## src/rtl/addertree_sched.sv

```systemverilog
// Sequencer for the convolution adder tree: owns the per-channel bias table, steps
// channel/window counters and tracks valid/tag/last through the stalled pipeline.
module addertree_sched #(
  parameter int CH_AW      = 6,
  parameter int BIAS_W     = 16,
  parameter int WIN_W      = 16,
  parameter int PIPE_DEPTH = 3
) (
  input  logic              clk,
  input  logic              reset,
  input  logic              start,
  input  logic [CH_AW:0]    cfg_num_ch,
  input  logic [WIN_W-1:0]  cfg_num_win,
  input  logic              bias_we,
  input  logic [CH_AW-1:0]  bias_waddr,
  input  logic [BIAS_W-1:0] bias_wdata,
  input  logic              in_valid,
  output logic              in_ready,
  output logic [BIAS_W-1:0] bias,
  output logic              pipe_en,
  output logic              out_valid,
  input  logic              out_ready,
  output logic [CH_AW-1:0]  out_ch,
  output logic              out_last,
  output logic              busy,
  output logic              done
);

  localparam int                DEPTH   = 2 ** CH_AW;
  localparam logic [CH_AW:0]    CH_ONE  = 1;
  localparam logic [WIN_W-1:0]  WIN_ONE = 1;

  typedef enum logic [1:0] {
    S_IDLE,
    S_RUN,
    S_DRAIN,
    S_DONE
  } state_t;

  state_t             state;
  logic [CH_AW:0]     num_ch;
  logic [WIN_W-1:0]   num_win;
  logic [CH_AW-1:0]   ch_cnt;
  logic [WIN_W-1:0]   win_cnt;
  logic [BIAS_W-1:0]  bias_mem [DEPTH];

  logic [PIPE_DEPTH-1:0] vld;
  logic [PIPE_DEPTH-1:0] last_sr;
  logic [CH_AW-1:0]      tag_sr [PIPE_DEPTH];

  logic accept;
  logic ch_wrap;
  logic final_beat;
  logic out_fire;

  // The whole pipe moves in lockstep; a stall freezes every stage, bubbles included.
  assign pipe_en    = ~vld[PIPE_DEPTH-1] | out_ready;
  assign in_ready   = (state == S_RUN) & pipe_en;
  assign accept     = in_valid & in_ready;
  assign ch_wrap    = ({1'b0, ch_cnt} == (num_ch - CH_ONE));
  assign final_beat = ch_wrap & (win_cnt == (num_win - WIN_ONE));

  assign bias      = bias_mem[ch_cnt];
  assign out_valid = vld[PIPE_DEPTH-1];
  assign out_ch    = tag_sr[PIPE_DEPTH-1];
  assign out_last  = last_sr[PIPE_DEPTH-1];
  assign out_fire  = out_valid & out_ready & out_last;

  assign busy = (state == S_RUN) | (state == S_DRAIN);
  assign done = (state == S_DONE);

  // NOTE: the bias table sits in flops rather than a RAM so it can be cleared by reset.
  always_ff @(posedge clk) begin
    if (reset) begin
      for (int i = 0; i < DEPTH; i++) bias_mem[i] <= '0;
    end else if (bias_we && state == S_IDLE) begin
      bias_mem[bias_waddr] <= bias_wdata;
    end
  end

  // NOTE: all state here uses non-blocking assignments so every flop samples pre-edge values.
  always_ff @(posedge clk) begin
    if (reset) begin
      state   <= S_IDLE;
      num_ch  <= '0;
      num_win <= '0;
      ch_cnt  <= '0;
      win_cnt <= '0;
    end else begin
      case (state)
        S_IDLE: begin
          if (start) begin
            num_ch  <= cfg_num_ch;
            num_win <= cfg_num_win;
            ch_cnt  <= '0;
            win_cnt <= '0;
            state   <= (cfg_num_ch != '0 && cfg_num_win != '0) ? S_RUN : S_DONE;
          end
        end
        S_RUN: begin
          if (accept) begin
            if (ch_wrap) begin
              ch_cnt  <= '0;
              win_cnt <= win_cnt + WIN_ONE;
            end else begin
              ch_cnt <= ch_cnt + CH_AW'(1);
            end
            if (final_beat) state <= S_DRAIN;
          end
        end
        S_DRAIN: begin
          if (out_fire) state <= S_DONE;
        end
        default: state <= S_IDLE;
      endcase
    end
  end

  always_ff @(posedge clk) begin
    if (reset) begin
      vld     <= '0;
      last_sr <= '0;
      for (int k = 0; k < PIPE_DEPTH; k++) tag_sr[k] <= '0;
    end else if (pipe_en) begin
      vld[0]     <= accept;
      last_sr[0] <= accept & final_beat;
      tag_sr[0]  <= ch_cnt;
      for (int k = 1; k < PIPE_DEPTH; k++) begin
        vld[k]     <= vld[k-1];
        last_sr[k] <= last_sr[k-1];
        tag_sr[k]  <= tag_sr[k-1];
      end
    end
  end

endmodule

```

## config.mk

```make
export PLATFORM = sky130hd
export DESIGN_NAME = addertree_sched
export DESIGN_NICKNAME = d
export VERILOG_FILES = /design/src/rtl/addertree_sched.sv
export SDC_FILE = /design/constraint.sdc
export NUM_CORES = 2
export LEC_CHECK = 0
export BUFFER_PORTS_ARGS = -buffer_cell sky130_fd_sc_hd__clkbuf_2
export CAP_MARGIN = 20
export CELL_PAD_IN_SITES_DETAIL_PLACEMENT = 1
export CELL_PAD_IN_SITES_GLOBAL_PLACEMENT = 1
export CORE_MARGIN = 2
export CORE_UTILIZATION = 54
export CTS_BUF_LIST = sky130_fd_sc_hd__clkbuf_16
export DETAILED_ROUTE_END_ITERATION = 7
export HOLD_SLACK_MARGIN = 0.05
export PLACE_DENSITY = 0.83
export SLEW_MARGIN = 0
export SYNTH_ARGS = -nofsm -noshare
export SYNTH_HDL_FRONTEND = slang
export SYNTH_SLANG_ARGS = --single-unit
export TNS_END_PERCENT = 5
```

## constraint.sdc

```tcl
create_clock -name clk -period 3.64 [get_ports clk]
set_input_delay 0.728 -clock clk [delete_from_list [all_inputs] [get_ports clk]]
set_output_delay 0.728 -clock clk [all_outputs]
set_load 0.01 [all_outputs]
```

Word level (Yosys, flattened, before mapping)
Memory sizes are Yosys's and may differ from the RTL's. A register that Yosys moved wholly into a read port is not among the register bits.
Index checks and enable logic that the tools add are counted.
Widths: inputs -> output; s select.
{"block": "op_classes", "bitwise": 12, "multipliers": 0, "shifts": 0, "div_mod_pow": 0, "order_cmp": 0, "n_mux": 30, "reduce_logical": 11, "n_addsub": 4, "eq_ne": 10}
{"operator": "$mux 16", "n": 4}
{"operator": "$mux 6", "n": 9}
{"operator": "$pmux 16 s2", "n": 1}
{"operator": "$add 16x1->16 const B", "n": 1}
{"operator": "$eq 16x16->1", "n": 1}
{"operator": "$reduce_bool 16->1", "n": 1}
{"operator": "$reduce_or 16->1", "n": 1}
{"operator": "$sub 16x1->16 const B", "n": 1}
{"operator": "$pmux 6 s2", "n": 1}
{"operator": "$mux 2", "n": 5}
{"operator": "$ne 2x2->1 const B", "n": 5}
{"operator": "$mux 1", "n": 9}
{"operator": "$reduce_and 4->1", "n": 2}
{"operator": "$eq 6x7->1", "n": 1}
{"operator": "$reduce_bool 7->1", "n": 1}
{"operator": "$sub 7x1->7 const B", "n": 1}
{"operator": "$add 6x1->6 const B", "n": 1}
{"operator": "$and 1x1->1", "n": 6}
{"operator": "$pmux 2 s3", "n": 1}
{"operator": "$or 1x1->1", "n": 5}
{"operator": "$eq 2x2->1 const B", "n": 2}
{"operator": "$reduce_and 3->1", "n": 1}
{"operator": "$eq 2x1->1 const B", "n": 1}
{"operator": "$logic_and 1x1->1", "n": 2}
{"operator": "4 further kinds", "n": 4}
{"block": "totals", "out_inout_bits": 28, "regBits": 53, "n_memories": 2, "rom_bits": 0, "mem_bits_rw": 1042, "latch_bits": 0, "elab_cells": 76}
{"name": "bias_mem", "depth": 64, "word_bits": 16, "rd": 1, "rd_clocked_by_memory_dff": 1, "wr": 64, "line_no": "45", "source": "logic [BIAS_W-1:0] bias_mem [DEPTH];"}
{"name": "tag_sr", "depth": 3, "word_bits": 6, "rd": 3, "rd_clocked_by_memory_dff": 0, "wr": 3, "line_no": "49", "source": "logic [CH_AW-1:0] tag_sr [PIPE_DEPTH];"}

Longest topological paths before layout
{"block": "depth", "ltp_word": 8, "ltp_mapped": 12, "ltp_nobuf": 9}

Worst setup path after synthesis
Ideal clock, no wire load.
{"block": "synth_timing", "path_type": "reg-to-output", "startpoint": "register with a tool-made name", "endpoint": "output port bias[0]", "stages_incl_launch_ff": 7, "slack_ns": 0.171, "arrival_ns": 2.741, "cell_sequence": "dfxtp_1 clkbuf_1 buf_2 buf_1 mux4_2 mux4_2 mux4_2"}
{"item": "end, declared", "line_no": "19", "source": "output logic [BIAS_W-1:0] bias,"}

==> results.md <==
- The flow ran to the end, but the final reports show violations.
- The final reports fail on setup timing.
- The number of primary I/O pins is 79.
- Data on the critical path arrives at its endpoint at 3480 ps.
- The portion of the clock cycle consumed by the worst path in the final layout is 1.155.
- The number of distinct library cell variants in the gate-level netlist after synthesis is 63.
- The most frequently used cell type in the post-synthesis netlist is and2_1.
- In this run the deepest clock path goes through 3 buffers.
- After synthesis, the largest family of logic cells by area is simple AND/OR/NAND/NOR gates.
- Final hold analysis gives a worst-case slack of 262.8 ps.
- Entering global routing, the biggest net connects 90 pins.
- The first global-routing pass estimated 217.9 mm of wire.
- The number of nets produced by synthesis is 3,324.
- The worst setup path is captured at an output pin.
- Of the total synthesized cell area, the portion taken by full adders, half adders and majority gates is 0.001979.
- The via count of the first global-routing pass is 31,660.
- In this run the worst hold path is classified as in2reg.
- After legalization and detailed placement, the total HPWL measured 95.75 mm.
- The worst setup path is launched from a flop.
- During synthesis, Yosys emitted a total of 0 warnings.
- The area taken by flip-flops and latches is 32,480 sq um.
- The die is 310.0 um wide.
- The leakage power of the design is 20.42 nW.
- The number of max-slew violations in the final report is 0.
- Setup repair after global routing could not meet its margin everywhere.
- Of the total synthesized cell area, the portion taken by XOR and XNOR cells is 0.006061.
- Clock-pin slew was measured on the worst setup and hold paths at 60 ps.
- The largest fanout on the critical path is 7.
- Routability-driven placement finished with a final weighted congestion of 0.8636.
- The detailed-route DRC error count is 0.
- The final count of hold timing violations is 0.
- Subtracting the final worst setup slack from the clock period gives 4205 ps.
- Max-cap violations in this run came to 0.
- The placed instances occupy a cell area of 52,640 sq um.
- The required time of the critical path is 2910 ps.
- Measured along the y axis, the die boundary spans 310.0 um.
- After detailed routing, the number of vias per cell comes to 6.272.
- TritonCTS built the clock tree.
- The fraction of the mapped netlist area in compound gates is 0.01136.
- For this run, asynchronously set or reset flops after synthesis account for 0.
- The total setup violations reported at the end of the flow is 16.
- The initial standard-cell utilization of the core is 0.5435.
- The worst-skew pair later-pin latency is 700 ps.
- After synthesis, the cell types taking the most area are edfxtp_1 62%, mux4_2 15%, and2_1 13%, dfxtp_1 2.3%, clkbuf_1 1.8%.
- For this block, the routed nets add up to 149.6 mm of wire.
- The commonest register cell after synthesis is edfxtp_1.
- The worst max-slew margin expressed relative to the limit is 0.2533.
- Synthesis handed over a netlist of 3,265 instances.
- The H-tree was split into 3 levels.
- The routed layout has 29,280 vias.
- The total congestion overflow is 0.
- In the global route stage, overall resource usage came out at 0.3177.
- Across all setup checks in the final design, the least slack found is -565.2 ps.
- The number of standard-cell rows in the floorplan is 112.
- The proportion of netlist area held by the largest area contributor is 0.6187.
- Compared with the post-synthesis result, the final layout area differs by 12.21%.
- Of the cells placed in the final design, the portion with a size suffix greater than 1 is 0.2423.
- In this run, the number of DRC markers left after iteration 0 of detailed routing was 3,285.
- During placement, the flow inserted port buffers numbering 78.
- Dividing total power by cell area gives a power density of 557.1 nW/um^2.
- The pre-antenna-repair detailed-routing pass consisted of 7 iterations.
- For this run, the register share of the synthesized area comes to 0.6420.
- The detail route stage leaves a number of antenna-violating nets equal to 0.
- By count the netlist is led by 1,043 x and2_1, 1,042 x edfxtp_1, 336 x mux4_2, 236 x clkbuf_1, 95 x nor2_1.
- The layout has 8,387 filler cells.
- Clock skew on the completed layout was measured at 15.83 ps.
- The cell chosen for the clock root is clkbuf_16.
- The highest ir drop seen on vdd is 0.0005394 V.
- After synthesis the netlist holds a flip-flop and latch count of 1,101.
- The area of the die is 96,120 sq um.
- Counting every sink on the clock net gives 1,101.
- The mean instance size in the synthesized netlist is 15.49 sq um.
- The synthesized netlist occupies a cell area of 50,580 sq um.
- In the final layout, the multi-input gates occupy 16,860 sq um.
- For the pin with the worst max-slew slack, the measured transition is 1119 ps.
- The biggest area contributor in the post-synthesis netlist is edfxtp_1.
- The core box area is 93,050 sq um.
- Yosys mapped a number of flops with a built-in enable equal to 1,042.
- In this run, post-CTS hold repair placed 0 buffers.
- The area share of and/or/nand/nor cells after synthesis is 0.1630.
- The maximum frequency from static timing analysis is 237.8 MHz.
- The final design instance area without fill is 56,750 sq um.
- The number of clock buffers added by TritonCTS is 113.
- The number of antenna violations at the first check in global routing is 6.
- The net count of the finished layout is 3,377.
- The kind of critical path is reg2out.
- Measured against the total synthesized area, the mux share comes to 0.1511.
- The average routed wire per standard cell is 32.06 um.
## sequential cells by signal (all words and copies together) (netlist names), named ones only
| name | flops |
|---|---|
| bias_mem | 1024 |
| tag_sr | 18 |
| num_win | 16 |
| win_cnt | 16 |
| num_ch | 7 |
| ch_cnt | 6 |
| last_sr | 3 |
| vld | 3 |
| state | 2 |
## cells in the final DEF (no fill, tap or decap), types with 7 or more instances in the layout
master and count:
clkbuf_2 74, xor2_1 19, dfxtp_1 55, mux4_2 336, buf_12 15, clkinv_2 27
xnor2_1 16, nand4_1 8, buf_4 127, ha_1 8, nand3b_1 7, edfxtp_1 1042
clkinv_1 18, nand3_1 11, nor2_1 95, nor2b_1 7, or2_2 65, or4_1 9
nand2_1 88, a21oi_1 40, nor3_1 10, and2_1 1043, inv_1 33, o21ai_0 11
o211ai_1 12, clkbuf_16 119, buf_16 7, bufinv_16 16
## layer usage
layer | vias to the layer above | share of wire | track usage
li1 | 12090 | - | -
met1 | 15430 | 0.36 | 0.3995
met2 | 1394 | 0.51 | 0.5438
met3 | 364 | 0.079 | 0.05292
met4 | 4 | 0.049 | 0.1447
met5 | - | 0.00018 | 0
## logic make-up after synthesis
family | Yosys count
and+or+nand+nor | 1381
DFF | 1101
muxes | 343
buffers and inverters | 309
AOI/OAI and AO/OA | 88
xor gates and xnor gates | 35
adders and majority gates | 8
## layout make-up
cell class	count	share of cell area
repair buffers	234	0.03538
inverters	13	0.0008598
clock inverters	95	0.01585
well taps	1254	0.02765
diodes	1	0.00004409
clock buffers	115	0.05071
flip-flops and latches	1101	0.5724
multi-input cells	1855	0.2971
## stage by stage
stage	setup slack (ps)	util	setup TNS, ps	power (mW)	instances
floorplan	170.6	-	0	17.78	3265
global placement	158.7	0.5657	0	19.39	4442
detailed placement	129.3	0.5657	0	19.59	4442
CTS	-574.4	0.6085	-8815	31.57	4662
global route	-582.8	0.6099	-8748	32.36	4667
finish	-565.2	0.6099	-8386	31.62	4668
## path summary, 6_finish.rpt
| kind | start | to | slack (ps) | cells past startpoint |
|---|---|---|---|---|
| setup / recovery | flop | bias[1] | -570 | 7 |
| hold / removal | cfg_num_ch[6] | num_ch[6]$_SDFFE_PP0P_ | 260 | 3 |
| setup reg to reg | state[0]$_SDFFE_PP0P_ | bias_mem[54][11]$_SDFFCE_PN0P_ | 270 | 8 |
| hold reg to reg | vld[1]$_SDFFE_PP0N_ | vld[1]$_SDFFE_PP0N_ | 460 | 2 |
## power breakdown
| part | switching (mW) | leakage (nW) | total (mW) | internal, mW |
|---|---|---|---|---|
| registers | 0.282 | 11.3 | 14.6 | 14.3 |
| logic | 2.79 | 7.21 | 5.04 | 2.24 |
| clock network | 5.12 | 1.93 | 12.0 | 6.86 |
| total | 8.19 | 20.4 | 31.6 | 23.4 |
## worst max-delay path, cell delays in order (launching register included)
cell	delay, ps
dfxtp_4	370
buf_12	160
clkbuf_16	210
clkbuf_16	170
mux4_2	540
mux4_2	580
mux4_2	570
clkbuf_2	160
## timing repair
item	4_1_cts	5_1_grt
cloned	2	4
resized for setup	11	9
endpoints found under the setup margin	16	16
buffers inserted	8	1
(Power assumes the default switching activity.)
